<file path="src/rtl/input_port_buffer_if.sv">
// Link-side and controller-side signals of one router input port buffer.
// master = upstream link plus switch controller, slave = the buffer itself.
interface input_port_buffer_if #(
  parameter int DEPTH  = 4,
  parameter int DATA_W = 32
);
  localparam int CNT_W = $clog2(DEPTH) + 1;

  logic              link_valid_i;
  logic [7:0]        link_addr_i;
  logic [DATA_W-1:0] link_data_i;
  logic              grant_pop_i;
  logic              buffer_full_o;
  logic              packet_valid_o;
  logic [7:0]        packet_addr_o;
  logic [DATA_W-1:0] packet_data_o;
  logic [CNT_W-1:0]  count_o;
  logic              overflow_o;

  modport master (
    output link_valid_i, link_addr_i, link_data_i, grant_pop_i,
    input  buffer_full_o, packet_valid_o, packet_addr_o, packet_data_o, count_o, overflow_o
  );

  modport slave (
    input  link_valid_i, link_addr_i, link_data_i, grant_pop_i,
    output buffer_full_o, packet_valid_o, packet_addr_o, packet_data_o, count_o, overflow_o
  );
endinterface

</file>
<file path="src/rtl/input_port_buffer.sv">
// Per-port input FIFO presenting the head flit to the switch controller.
// Define IPB_EARLY_FULL_EN to raise buffer_full_o one slot early (count >= DEPTH-1).
module input_port_buffer #(
  parameter int DEPTH  = 4,
  parameter int DATA_W = 32
) (
  input logic                clk,
  input logic                rst,
  input_port_buffer_if.slave bus
);
  localparam int PTR_W = (DEPTH > 1) ? $clog2(DEPTH) : 1;
  localparam int CNT_W = $clog2(DEPTH) + 1;
  localparam int ENT_W = 8 + DATA_W;
  localparam logic [CNT_W-1:0] FULL_CNT = CNT_W'(DEPTH);

  logic [ENT_W-1:0] r_mem [DEPTH];
  logic [PTR_W-1:0] r_wr_ptr;
  logic [PTR_W-1:0] r_rd_ptr;
  logic [CNT_W-1:0] r_count;
  logic             r_overflow;

  logic             w_empty;
  logic             w_pop;
  logic             w_push;
  logic             w_drop;
  logic             w_full;
  logic [ENT_W-1:0] w_head;

  // A full buffer still accepts a flit when the head leaves in the same cycle.
  always_comb begin
    w_empty = (r_count == CNT_W'(0));
    w_pop   = bus.grant_pop_i && !w_empty;
    w_push  = bus.link_valid_i && ((r_count < FULL_CNT) || w_pop);
    w_drop  = bus.link_valid_i && !w_push;
  end

  // Full is decoded from the count register only, so it moves on clock edges.
`ifdef IPB_EARLY_FULL_EN
  assign w_full = (r_count >= (FULL_CNT - CNT_W'(1)));
`else
  assign w_full = (r_count == FULL_CNT);
`endif

  always_ff @(posedge clk or posedge rst) begin
    if (rst) begin
      r_wr_ptr   <= '0;
      r_rd_ptr   <= '0;
      r_count    <= '0;
      r_overflow <= 1'b0;
    end else begin
      if (w_push) r_wr_ptr <= r_wr_ptr + PTR_W'(1);
      if (w_pop)  r_rd_ptr <= r_rd_ptr + PTR_W'(1);
      case ({w_push, w_pop})
        2'b10:   r_count <= r_count + CNT_W'(1);
        2'b01:   r_count <= r_count - CNT_W'(1);
        default: r_count <= r_count;
      endcase
      if (w_drop) r_overflow <= 1'b1;
    end
  end

  // Storage needs no reset: an empty count masks stale contents at the head.
  always_ff @(posedge clk) begin
    if (w_push) r_mem[r_wr_ptr] <= {bus.link_addr_i, bus.link_data_i};
  end

  always_comb begin
    w_head             = w_empty ? '0 : r_mem[r_rd_ptr];
    bus.packet_valid_o = !w_empty;
    bus.packet_addr_o  = w_head[ENT_W-1 -: 8];
    bus.packet_data_o  = w_head[DATA_W-1:0];
    bus.buffer_full_o  = w_full;
    bus.count_o        = r_count;
    bus.overflow_o     = r_overflow;
  end
endmodule

</file>
<file path="src/flat_wrapper.sv">
// flat-port wrapper written by rule: the top's interface ports become plain ports
module input_port_buffer_flat 
#(
  parameter int DEPTH  = 4,
  parameter int DATA_W = 32
)
  (clk, rst, bus_link_valid_i, bus_link_addr_i, bus_link_data_i, bus_grant_pop_i, bus_buffer_full_o, bus_packet_valid_o, bus_packet_addr_o, bus_packet_data_o, bus_count_o, bus_overflow_o);
  input_port_buffer_if #(.DEPTH(DEPTH), .DATA_W(DATA_W)) bus_i ();
  input logic clk;
  input logic rst;
  input wire logic [$bits(bus_i.link_valid_i)-1:0] bus_link_valid_i;
  input wire logic [$bits(bus_i.link_addr_i)-1:0] bus_link_addr_i;
  input wire logic [$bits(bus_i.link_data_i)-1:0] bus_link_data_i;
  input wire logic [$bits(bus_i.grant_pop_i)-1:0] bus_grant_pop_i;
  output wire logic [$bits(bus_i.buffer_full_o)-1:0] bus_buffer_full_o;
  output wire logic [$bits(bus_i.packet_valid_o)-1:0] bus_packet_valid_o;
  output wire logic [$bits(bus_i.packet_addr_o)-1:0] bus_packet_addr_o;
  output wire logic [$bits(bus_i.packet_data_o)-1:0] bus_packet_data_o;
  output wire logic [$bits(bus_i.count_o)-1:0] bus_count_o;
  output wire logic [$bits(bus_i.overflow_o)-1:0] bus_overflow_o;
  assign bus_i.link_valid_i = bus_link_valid_i;
  assign bus_i.link_addr_i = bus_link_addr_i;
  assign bus_i.link_data_i = bus_link_data_i;
  assign bus_i.grant_pop_i = bus_grant_pop_i;
  assign bus_buffer_full_o = bus_i.buffer_full_o;
  assign bus_packet_valid_o = bus_i.packet_valid_o;
  assign bus_packet_addr_o = bus_i.packet_addr_o;
  assign bus_packet_data_o = bus_i.packet_data_o;
  assign bus_count_o = bus_i.count_o;
  assign bus_overflow_o = bus_i.overflow_o;
  input_port_buffer #(.DEPTH(DEPTH), .DATA_W(DATA_W)) u_core (.clk(clk), .rst(rst), .bus(bus_i));
endmodule
</file>
<file path="config.mk">
export PLATFORM = sky130hd
export DESIGN_NAME = input_port_buffer_flat
export DESIGN_NICKNAME = d
export VERILOG_FILES = /design/src/rtl/input_port_buffer_if.sv /design/src/rtl/input_port_buffer.sv /design/src/flat_wrapper.sv
export SDC_FILE = /design/constraint.sdc
export NUM_CORES = 1
export LEC_CHECK = 0
export ABC_AREA = 1
export CAP_MARGIN = 20
export CORE_MARGIN = 3
export CORE_UTILIZATION = 58
export CTS_BUF_LIST = sky130_fd_sc_hd__clkbuf_4 sky130_fd_sc_hd__clkbuf_8
export DETAILED_ROUTE_END_ITERATION = 16
export PLACE_DENSITY = 0.84
export SYNTH_ARGS = -nofsm -noshare
export SYNTH_HDL_FRONTEND = slang
export SYNTH_SLANG_ARGS = --single-unit
</file>
<file path="constraint.sdc">
create_clock -name clk -period 3.7 [get_ports clk]
set_input_delay 0.74 -clock clk [delete_from_list [all_inputs] [get_ports clk]]
set_output_delay 0.74 -clock clk [all_outputs]
set_load 0.01 [all_outputs]
</file>
# After elaboration in Yosys (flattened, before gate mapping)

Memories as Yosys holds them, arrays and structs flattened.
Index checks and enable logic that the tools add are counted.

Flip-flop bits (word level): 8
Latch bits: 0
Bits in writable memories: 160
Memory bits (read-only): 0
Word-level logic and storage cells: 25
Memories: 1

Add/sub/neg operators: 4
Multipliers: 0
Div/mod/pow operators: 0
Order comparisons: 1
Equal/unequal tests: 3
Shift-type cells: 0
Multiplexer cells: 4
Bitwise gates (word level): 0
Reductions and logical operators: 8

Memory list:

| memory       | words | bits a word | read ports | clocked after Yosys merged registers in | write ports | line                    | source |
|---|---|---|---|---|---|---|---|
| u_core.r_mem | 4     | 40          | 1          | 0                                       | 1           | input_port_buffer.sv:16 | `logic [ENT_W-1:0] r_mem [DEPTH];` |

Operators by type and width:

| kind                                              | number |
|---|---|
| two-way mux 40 bit                                | 1 |
| one-hot mux 3 bit (2 select lines)                | 1 |
| adder 2 x 1 -> 2 bit, second input constant       | 2 |
| adder 3 x 1 -> 3 bit, second input constant       | 1 |
| == test 3 bit, second input constant              | 1 |
| logical AND 1 bit                                 | 3 |
| logical NOT 3 bit                                 | 1 |
| less-than comparator 3 bit, second input constant | 1 |
| subtractor 3 x 1 -> 3 bit, second input constant  | 1 |
| == test 2 x 1 -> 1 bit, second input constant     | 1 |
| == test 2 bit, second input constant              | 1 |
| logical NOT 1 bit                                 | 2 |
| two-way mux 1 bit                                 | 2 |
| nonzero test 2 bit                                | 1 |
| logical OR 1 bit                                  | 1 |

# Longest topological paths before layout

Word-level depth: 7
Depth in mapped cells: 12

# Worst setup path before layout

OpenSTA, ideal clock, no wires.

Kind: input -> register
From: in bus_grant_pop_i
To: mem u_core.r_mem[0][0] in the netlist's numbering (enable)
Library setup time: 0.437 ns
Arrival time: 2.512 ns
Data required time: 3.263 ns
Slack: 0.750 ns
Cell stages on the path: 2
Path through: o21ai_4 nor2_1

Longest elaborated chain between the ends: 5

Ends and longest elaborated chain:

| what                                    | line                    | source |
|---|---|---|
| start, declared                         | flat_wrapper.sv:14      | `input wire logic [$bits(bus_i.grant_pop_i)-1:0] bus_grant_pop_i;` |
| logical AND 1 bit                       | input_port_buffer.sv:32 | `w_pop = bus.grant_pop_i && !w_empty;` |
| logical OR 1 bit                        | input_port_buffer.sv:33 | `w_push = bus.link_valid_i && ((r_count < FULL_CNT) \|\| w_pop);` |
| logical AND 1 bit                       | input_port_buffer.sv:33 |  |
| two-way mux 1 bit                       | input_port_buffer.sv:64 | `if (w_push) r_mem[r_wr_ptr] <= {bus.link_addr_i, bus.link_data_i};` |
| two-way mux 1 bit (not written as such) | input_port_buffer.sv:64 |  |
| end, declared                           | input_port_buffer.sv:16 |  |

Every way passes these cells.

# Worst setup path in the final report

From: reg u_core.r_count[0], in the netlist u_core.bus.count_o[0]
To: out bus_packet_addr_o[4]

Longest elaborated chain between the ends: 2

Ends and longest elaborated chain:

| what                   | line                    | source |
|---|---|---|
| start, declared        | input_port_buffer.sv:19 | `logic [CNT_W-1:0] r_count;` |
| start signal, assigned | input_port_buffer.sv:54 | `2'b10: r_count <= r_count + CNT_W'(1);` |
| start signal, assigned | input_port_buffer.sv:55 | `2'b01: r_count <= r_count - CNT_W'(1);` |
| start signal, assigned | input_port_buffer.sv:56 | `default: r_count <= r_count;` |
| logical NOT 3 bit      | input_port_buffer.sv:31 | `w_empty = (r_count == CNT_W'(0));` |
| two-way mux 40 bit     | input_port_buffer.sv:68 | `w_head = w_empty ? '0 : r_mem[r_rd_ptr];` |
| end, declared          | flat_wrapper.sv:17      | `output wire logic [$bits(bus_i.packet_addr_o)-1:0] bus_packet_addr_o;` |

Every way passes these cells.

==> run metrics <==
result of the run complete, no violations; leading cell types by total area after synthesis sky130_fd_sc_hd__edfxtp_1, sky130_fd_sc_hd__inv_1, sky130_fd_sc_hd__nand2_1, sky130_fd_sc_hd__nand3_1, sky130_fd_sc_hd__dfrtp_1; Starting Density around three fifths; portion of the post-synthesis area used by sequential elements roughly two thirds; hold buffers post-CTS 0; Resize count post-CTS 0; Final Cycle Share 88.0%; top-level port count 90; die width 119 um; Slew Viols, Final 0; antenna violation net count after detailed routing 0; LEAKAGE about 3.8 nW; initial detailed-routing violation count roughly 370; utilization of the core after routing between 70% and 80%; total half-perimeter wirelength after legalization and detailed placement about 9000 um; # DRC 0; clock skew after layout 0.0118 ns; mean area per synthesized cell 10.7 um^2; total gr overflow 0; relative contribution of combinational cells to total power around 44%; Clock H-tree levels 4; worst endpoint required time roughly 3.0 ns; RSZ-0062 raised after global routing false; Final Hold Viols 0; CTS clock-pin slew for the worst setup and hold paths ~0.080 ns; area of the multi-input gates approximately 1500 um^2; critical path launch point type register; placeable core region between 10000 and 15000 um^2; number of rows created at floorplan 40; post-DR vias/cell roughly 5.1; max-slew headroom at the worst pin between 30% and 40%; slew of the pin with the lowest slew margin 0.909 ns; total negative setup slack 0 ns; wire length of the first global-routing pass between 20000 and 25000 um; Max FO, Critical Path 40; wire per inst ~16 um; placer congestion estimate 0.849; First-pass DRT Iterations 5; count of port buffers added during placement a little under 90; Overall Global Routing Usage 21.6%; overall power of the completed layout 6.79 mW; number of filler instances in the final layout roughly 900; Internal Pwr Total ~4.4 mW; final std cells w/o fill ~960; die outline height 119 um; crit path kind reg2out; # clock sinks 168; area of the die 14100 um^2; Vias about 4900; dpl cells a little over 900; class of the worst hold path reg2reg; clock network fraction of design power a little under a fifth; # diodes 0; Unique masters post-synth 22; post-layout net count 829; CTS root buffer sky130_fd_sc_hd__clkbuf_8; Yosys warnings 0; P&R area growth vs syn 18.7%; Finish-stage setup viols 0; Storage cell area 5010 um^2; count of buffers added by post-CTS timing repair for setup 0; Fmax slightly above 0.3 GHz; post-synth design cell area roughly 7400 um^2; Sw Share between 30% and 40%; initial antenna violation count 0; largest net degree at the start of global routing 83; share of post-route cells with drive strength above 1 7.34%; clock buffer depth 2; cell type with the highest aggregate area in the netlist sky130_fd_sc_hd__edfxtp_1; Min Clock Period, post-route about 3.3 ns; Routed WL roughly 15000 um; final standard cell area without fillers a little under 9000 um^2; Sw Pwr between 2 and 2.5 mW; IR Drop Worst-Case VDD about 570 uV; number of nets in the synthesized netlist 740; area after detailed placement roughly 8400 um^2; number of max-cap violations 0; number of buffers added by the clock tree synthesis step 17; type of element capturing the critical path primary output; post-synthesis register bit count around 170; P per Cell Area ~780 nW/um^2; CTS tree yes; share of the synthesized area in the top cell type 65.1%; Flop pwr share 37.7%; vias in the first global route slightly below 5000; worst skew pair latency 0.44 ns; arrival time of the worst setup path between 2 and 3 ns; instance count of the mapped netlist about 700
-- routing by layer --
| metal | up-vias | track usage (%) | part of all wire, % |
|---|---|---|---|
| met3 | 19 | 4.88 | 6.8 |
| met5 | - | 0 | 0 |
| met2 | 200 | 38.0 | 52 |
| li1 | 2347 | - | - |
| met1 | 2356 | 26.4 | 40 |
| met4 | 0 | 6.88 | 1.3 |
-- power groups by stage --
| stage | clock [mW] | combinational, mW | sequential (mW) |
|---|---|---|---|
| detailed placement | 0 | 2.96 | 2.60 |
| global placement | 0 | 2.88 | 2.58 |
| floorplan | 0 | 1.77 | 2.60 |
| finish | 1.28 | 2.95 | 2.56 |
| CTS | 1.29 | 2.99 | 2.56 |
| global route | 1.37 | 3.23 | 2.59 |
-- layout make-up --
class,count,share of cell area [%]
Clock buffer,19,2.84
Clock inverter,11,1.52
Inverter,178,7.63
Multi-Input combinational cell,314,17.1
Sequential cell,168,57.2
Tap cell,168,2.40
Timing Repair Buffer,100,11.3
-- Yosys cell counts --
cell,count
sky130_fd_sc_hd__inv_1,174
sky130_fd_sc_hd__nand2_1,170
sky130_fd_sc_hd__edfxtp_1,160
sky130_fd_sc_hd__nand3_1,82
sky130_fd_sc_hd__a21oi_1,33
sky130_fd_sc_hd__buf_2,13
sky130_fd_sc_hd__buf_6,11
sky130_fd_sc_hd__dfrtp_1,8
sky130_fd_sc_hd__a21oi_2,7
sky130_fd_sc_hd__buf_4,6
sky130_fd_sc_hd__ha_1,5
sky130_fd_sc_hd__nor2_1,5
sky130_fd_sc_hd__inv_2,4
sky130_fd_sc_hd__o21ai_0,3
sky130_fd_sc_hd__xnor2_1,2
sky130_fd_sc_hd__a21o_1,1
sky130_fd_sc_hd__fa_1,1
sky130_fd_sc_hd__nand3_4,1
sky130_fd_sc_hd__nand4_1,1
sky130_fd_sc_hd__nor3_1,1
sky130_fd_sc_hd__o21ai_4,1
sky130_fd_sc_hd__xor2_1,1
-- through the flow --
step           setup WS, ns  hold WS (ns)
6_report              0.442         0.476
2_1_floorplan         0.750         0.493
3_5_place_dp          0.881         0.461
3_3_place_gp          0.970         0.444
5_1_grt               0.287         0.500
4_1_cts               0.442         0.485
-- logic make-up (layout without fill, tap and decap cells) --
kind of cell / Yosys count / in the layout / share of synthesized area [%]
AND/OR/NAND/NOR: 260 / 260 / 14.9
buffers and inverters: 208 / 308 / 12.2
flip-flops: 168 / 168 / 67.8
XOR/XNOR: 3 / 3 / 0.356
adder cells (fa/ha/maj): 6 / 6 / 1.12
AO/OA/AOI/OAI: 45 / 45 / 3.60
-- worst max-delay path, cell delays in order (launching register included) --
cell and delay (ns):
sky130_fd_sc_hd__dfrtp_1 0.43, sky130_fd_sc_hd__inv_1 0.16, sky130_fd_sc_hd__nand3_4 0.11, sky130_fd_sc_hd__inv_2 0.65
sky130_fd_sc_hd__a21oi_1 0.14, sky130_fd_sc_hd__clkdlybuf4s50_1 0.53
-- flip-flops by register name (all words and copies together) (netlist names) --
signal                 cells
u_core.r_wr_ptr            2
u_core.bus.count_o         3
u_core.r_rd_ptr            2
u_core.bus.overflow_o      1
u_core.r_mem             160
-- final timing paths --
path,end,slack [ns],cells after the start,start
setup / recovery,bus_packet_addr_o[4],0.44,5,u_core.bus.count_o[0]
hold / removal,u_core.bus.overflow_o,0.48,1,u_core.bus.overflow_o
setup reg to reg,u_core.bus.count_o[2],1.70,9,u_core.bus.count_o[2]
hold reg to reg,u_core.bus.overflow_o,0.48,1,u_core.bus.overflow_o
max in group asynchronous,u_core.r_rd_ptr[1],2.88,2,rst
min in group asynchronous,u_core.bus.count_o[2],0.55,2,rst
-- layout by cell type (no fill, tap or decap), types with 2 or more instances in the layout --
cell type and count:
sky130_fd_sc_hd__buf_4 10, sky130_fd_sc_hd__edfxtp_1 160, sky130_fd_sc_hd__clkdlybuf4s50_1 89, sky130_fd_sc_hd__nor2_4 4, sky130_fd_sc_hd__clkinv_1 2, sky130_fd_sc_hd__inv_2 4
sky130_fd_sc_hd__nand3_1 82, sky130_fd_sc_hd__clkinv_2 4, sky130_fd_sc_hd__a21oi_1 33, sky130_fd_sc_hd__clkbuf_4 2, sky130_fd_sc_hd__dfrtp_2 2, sky130_fd_sc_hd__dfrtp_1 6
sky130_fd_sc_hd__ha_1 5, sky130_fd_sc_hd__clkinvlp_4 2, sky130_fd_sc_hd__inv_1 174, sky130_fd_sc_hd__bufinv_16 3, sky130_fd_sc_hd__a21oi_2 7, sky130_fd_sc_hd__o21ai_0 3
sky130_fd_sc_hd__nand2_1 170, sky130_fd_sc_hd__clkbuf_8 17, sky130_fd_sc_hd__xnor2_1 2
Note: power is estimated with default switching activity, not from simulation.
